$ cat src/rtl/muldiv_unit.sv
// Sequential unsigned multiply/divide unit: one shift-add or restoring-divide step per cycle.
// Define MULDIV_DIV_EN to build the divider; otherwise divide requests are rejected with err.
module muldiv_unit #(
  parameter int DW  = 12,
  parameter int RFW = 2
) (
  input  logic           clk,
  input  logic           rst,
  input  logic           start,
  input  logic           op,
  input  logic [DW-1:0]  src1,
  input  logic [DW-1:0]  src2,
  input  logic [RFW-1:0] dest,
  output logic           busy,
  output logic           we,
  output logic [RFW-1:0] wr_address,
  output logic [DW-1:0]  wr_data,
  output logic           err
);

  // Handshake: a request is taken only when start=1 at an edge while in IDLE;
  // start is ignored otherwise. The result is delivered by a one-cycle we pulse.
  localparam int CW = $clog2(DW + 1);

  typedef enum logic [1:0] {
    IDLE = 2'd0,
    RUN  = 2'd1,
    DONE = 2'd2
  } state_t;

  state_t         state;
  state_t         state_nxt;
  logic [CW-1:0]  count;
  logic [DW-1:0]  a_q, b_q, acc_q;
  logic [DW-1:0]  a_nxt, b_nxt, acc_nxt;
  logic [DW-1:0]  result;
  logic [RFW-1:0] dest_q;
  logic           accept;
  logic           reject;
  logic           last_step;

`ifdef MULDIV_DIV_EN
  logic        op_q;
  logic [DW:0] shifted;

  assign accept = (state == IDLE) && start;
  assign reject = 1'b0;
`else
  assign accept = (state == IDLE) && start && !op;
  assign reject = (state == IDLE) && start && op;
`endif

  assign last_step = (state == RUN) && (count == CW'(DW - 1));

  // State register
  always_ff @(posedge clk) begin
    if (rst) state <= IDLE;
    else     state <= state_nxt;
  end

  // Next-state logic
  always_comb begin
    state_nxt = state;
    case (state)
      IDLE:    if (accept) state_nxt = RUN;
      RUN:     if (last_step) state_nxt = DONE;
      DONE:    state_nxt = IDLE;
      default: state_nxt = IDLE;
    endcase
  end

  // Outputs decoded from state; register 0 is hardwired zero so it is never written
  always_comb begin
    busy = (state != IDLE);
    we   = (state == DONE) && (dest_q != '0);
  end

  // One iteration step. Multiply: acc accumulates, a shifts left, b shifts right.
  // Divide: acc holds the partial remainder, a shifts dividend bits out and quotient bits in.
  always_comb begin
    a_nxt   = a_q;
    b_nxt   = b_q;
    acc_nxt = acc_q;
`ifdef MULDIV_DIV_EN
    shifted = '0;
    if (op_q) begin
      shifted = {acc_q, a_q[DW-1]};
      if (shifted >= {1'b0, b_q}) begin
        acc_nxt = DW'(shifted - {1'b0, b_q});
        a_nxt   = {a_q[DW-2:0], 1'b1};
      end else begin
        acc_nxt = shifted[DW-1:0];
        a_nxt   = {a_q[DW-2:0], 1'b0};
      end
    end else
`endif
    begin
      acc_nxt = b_q[0] ? acc_q + a_q : acc_q;
      a_nxt   = a_q << 1;
      b_nxt   = b_q >> 1;
    end
  end

`ifdef MULDIV_DIV_EN
  assign result = op_q ? a_nxt : acc_nxt;
`else
  assign result = acc_nxt;
`endif

  // Datapath registers and result outputs
  always_ff @(posedge clk) begin
    if (rst) begin
      count      <= '0;
      a_q        <= '0;
      b_q        <= '0;
      acc_q      <= '0;
      dest_q     <= '0;
      wr_address <= '0;
      wr_data    <= '0;
      err        <= 1'b0;
`ifdef MULDIV_DIV_EN
      op_q       <= 1'b0;
`endif
    end else begin
      err <= reject;
      if (accept) begin
        a_q    <= src1;
        b_q    <= src2;
        acc_q  <= '0;
        count  <= '0;
        dest_q <= dest;
`ifdef MULDIV_DIV_EN
        op_q   <= op;
`endif
      end else if (state == RUN) begin
        a_q   <= a_nxt;
        b_q   <= b_nxt;
        acc_q <= acc_nxt;
        count <= count + 1'b1;
        if (last_step) begin
          wr_data    <= result;
          wr_address <= dest_q;
        end
      end
    end
  end

endmodule

$ cat config.mk
export PLATFORM = sky130hd
export DESIGN_NAME = muldiv_unit
export DESIGN_NICKNAME = d
export VERILOG_FILES = /design/src/rtl/muldiv_unit.sv
export SDC_FILE = /design/constraint.sdc
export NUM_CORES = 1
export LEC_CHECK = 0
export ABC_AREA = 0
export ABC_CLOCK_PERIOD_IN_PS = 2200
export CORE_UTILIZATION = 48
export CTS_CLUSTER_DIAMETER = 100
export CTS_CLUSTER_SIZE = 16
export DETAILED_ROUTE_END_ITERATION = 10
export PLACE_DENSITY = 0.76
export SYNTH_ARGS = -nofsm -noshare
export SYNTH_HDL_FRONTEND = slang
export SYNTH_SLANG_ARGS = --single-unit
$ cat constraint.sdc
create_clock -name clk -period 2.2 [get_ports clk]
set_input_delay 0.44 -clock clk [delete_from_list [all_inputs] [get_ports clk]]
set_output_delay 0.44 -clock clk [all_outputs]
set_load 0.03 [all_outputs]
==> out/results.ini <==
[clocking]
htree_levels = 3
cts_tree = done
root_buffer = clkbuf_8
cts_buffers = 9
clk_pin_slew_worst_paths_ns = 0.06
cts_max_path_buffers = 2
clk_latency_ns = 0.34
clock_sinks = 59
ctsHoldBuffers = 0

[timing]
worst_slew_pin_slew_ns = 0.6366
hold_violations = 0
rsz0062_at_grt = true
setup_viol = 0
final.min_clock_period_ns = 2.114
fin_ws_ns = 0.08560
max_clock_freq_mhz = 472.9
drv_slew = 0
fin_crit_sh_pct = 96.11
slew_headroom_pct = 57.40
clock_skew_ns = 0.003799

[floorplan]
start_util_pct = 49.62
chipHeight_um = 80.24
num_rows = 28
die_area_um2 = 6438
die_x_um = 80.24
io-pin-count = 47
core_area_um2 = 5921

[drt]
wire_per_inst_um = 14.69
route.vias.total = 2739
first_pass_iters = 4
first_iter_violations = 145
drc_errors = 0
drt-vias-per-instance = 5.636
routed_wl_um = 7141
ant_nets = 0

[yosys]
yosysTopAreaCell = dfxtp_1
syn_nets = 401
syn_area_per_cell_um2 = 8.206
synth_area_leaders = dfxtp_1 40%, nand2_1 7.8%, nor2_1 5.9%
synth-async-reset-ratio_pct = 0
ys_seq_elements = 59
synth-edff-count = 0
yosysSeqAreaShare_pct = 40.20
yosysUniqueCellTypes = 47
synth_commonest_cells = 61 x nand2_1, 59 x dfxtp_1, 46 x nor2_1
synth_most_common_cell = nand2_1
mappedNetlistArea_um2 = 2938
syn_inst = 358
synth.top_cell.area_share_pct = 40.20
synth_ff_type = dfxtp_1
ys_warn_count = 0

[setup_path]
crit_start = acc_q[0]
worstSetupEndpointType = flip-flop
crit_fanout = 4
path_cells = ha_4, inv_2, fa_2, nor2b_2, o31a_2, o2111a_1, or3_4, a31oi_2, nor3_1
startpoint_type = flip-flop
cp_data_required_time_ns = 2.41
path_delay_family = compound AO/OA/AOI/OAI gates
r2r-start = acc_q[0]
rr_endpoint = wr_data[8]
crit_path_max_incr_delay_ns = 0.38
reg2reg_slack_ns = 0.09
arrival_ns = 2.33
ff2ff_path_depth = 9
slowest_stage = or3_4
crit_type = reg2reg
path_buf_inv = 1

[global_routing]
overflow = 0
use_met1_pct = 29.59
grt_max_degree = 44
grt_pass1_vias = 2556
grt_busiest_layer = met2
grt_pass1_wl_um = 11550
grt_use_met2_pct = 38.55
grt_use_total_pct = 23.79
antenna_found_initial = 0
grt_use_met3_pct = 7.159

[finish]
final_util_pct = 63.95
area_delta_synth_final_pct = 28.88
nNetsFinal = 451
final_cells = 486
fin_area_um2 = 3786
insertedDiodeCount = 0
drive_above_1_share_pct = 12.17
fillCellCount = 499

[power_and_ir_drop]
ir_drop_uv = 516.3
power_leakage_nw = 1.397
power_mw = 2.468
powerDensity_nw_per_um2 = 651.9

[hold_path]
min_path_type = reg2reg
hold_start = b_q[5]
min_to = b_q[5]
min_delay_path_depth = 2

[placed_design]
numPortBuffers = 46
placed_cell_area_um2 = 3522
place_ws_ns = -0.04207
hpwl_um = 5104
place_congestion = 0.9023
dp_cells = 471

[status]
status = completed

[job]
drv_cap = 0

-- worst register-to-register path, delay by kind of cell (launching register included) --
family / cells / cell delay, ns
simple gates: 3 / 0.49
buf+inv: 1 / 0.06
flops: 1 / 0.34
fa+ha+maj: 2 / 0.38
compound gates: 3 / 0.72
-- cell usage in the layout, fill, tap and decap left out, types with 8 or more instances in the layout --
| cell type | instances |
|---|---|
| nand2_1 | 61 |
| dfxtp_1 | 57 |
| nor2_1 | 46 |
| clkdlybuf4s50_1 | 45 |
| a21oi_1 | 29 |
| buf_4 | 13 |
| a311oi_1 | 12 |
| clkbuf_8 | 12 |
| a211oi_1 | 11 |
| ha_1 | 11 |
| a22oi_1 | 10 |
| nor3_1 | 9 |
| mux2i_1 | 9 |
| inv_1 | 8 |
-- kinds of logic (layout without fill, tap and decap cells) --
kind of cell | count (synthesis) | in the layout | share of synthesized area, %
buffers and inverters | 30 | 83 | 3.960
AO/OA/AOI/OAI | 96 | 96 | 22.32
flip-flops | 59 | 59 | 40.20
multiplexers | 9 | 9 | 3.067
XOR/XNOR | 9 | 9 | 2.683
adder cells (fa/ha/maj) | 13 | 13 | 5.792
AND/OR/NAND/NOR | 142 | 142 | 21.98
-- flip-flops by register name, indices dropped and copies added (netlist names) --
signal and cells:
a_q 12, acc_q 12, b_q 12, wr_data 12, count 4, dest_q 2
state 2, wr_address 2, err 1
-- final cells by class --
cell class,count,area [µm²],share of cell area (%)
multi-input combinational,269,1694,44.75
sequential,59,1184,31.26
timing repair buffer,60,580.6,15.33
clock buffer,12,165.2,4.362
tap,75,93.84,2.479
clock inverter,2,35.03,0.9253
inverter,9,33.78,0.8923
-- metal layers --
layer	part of all wire (%)	vias to the layer above	wire (µm)
met5	0	-	0
met4	1.9	0	134
met3	5.8	12	414
met2	48	71	3402
met1	45	1283	3190
li1	-	1373	-
-- where the power goes --
part	switching (mW)	internal (mW)	total, mW
logic	0.164	0.147	0.311
registers	0.0410	1.11	1.15
clock network	0.407	0.601	1.01
-- metrics by stage --
| stage | setup TNS [ns] | hold slack [ns] |
|---|---|---|
| floorplan | 0 | 0.4360 |
| global placement | 0 | 0.4433 |
| detailed placement | -0.04207 | 0.4478 |
| CTS | 0 | 0.4567 |
| global route | -0.01447 | 0.4805 |
| finish | 0 | 0.4543 |
-- timing repair --
| action | in CTS | in global routing |
|---|---|---|
| setup endpoints to repair | 3 | 7 |
| gates resized for setup | 3 | 11 |
| setup buffers | 0 | 1 |
| pin swaps | 1 | 3 |
-- how the worst max path moves through the flow --
stage	depth (start not counted)	end
final	9	wr_data[8]
after global placement	9	wr_data[8]
after detailed placement	9	wr_data[8]
after global routing	7	wr_data[9]
after floorplan	9	wr_data[8]
after CTS	9	wr_data[8]
No activity file was read; power rests on OpenSTA's default activity.
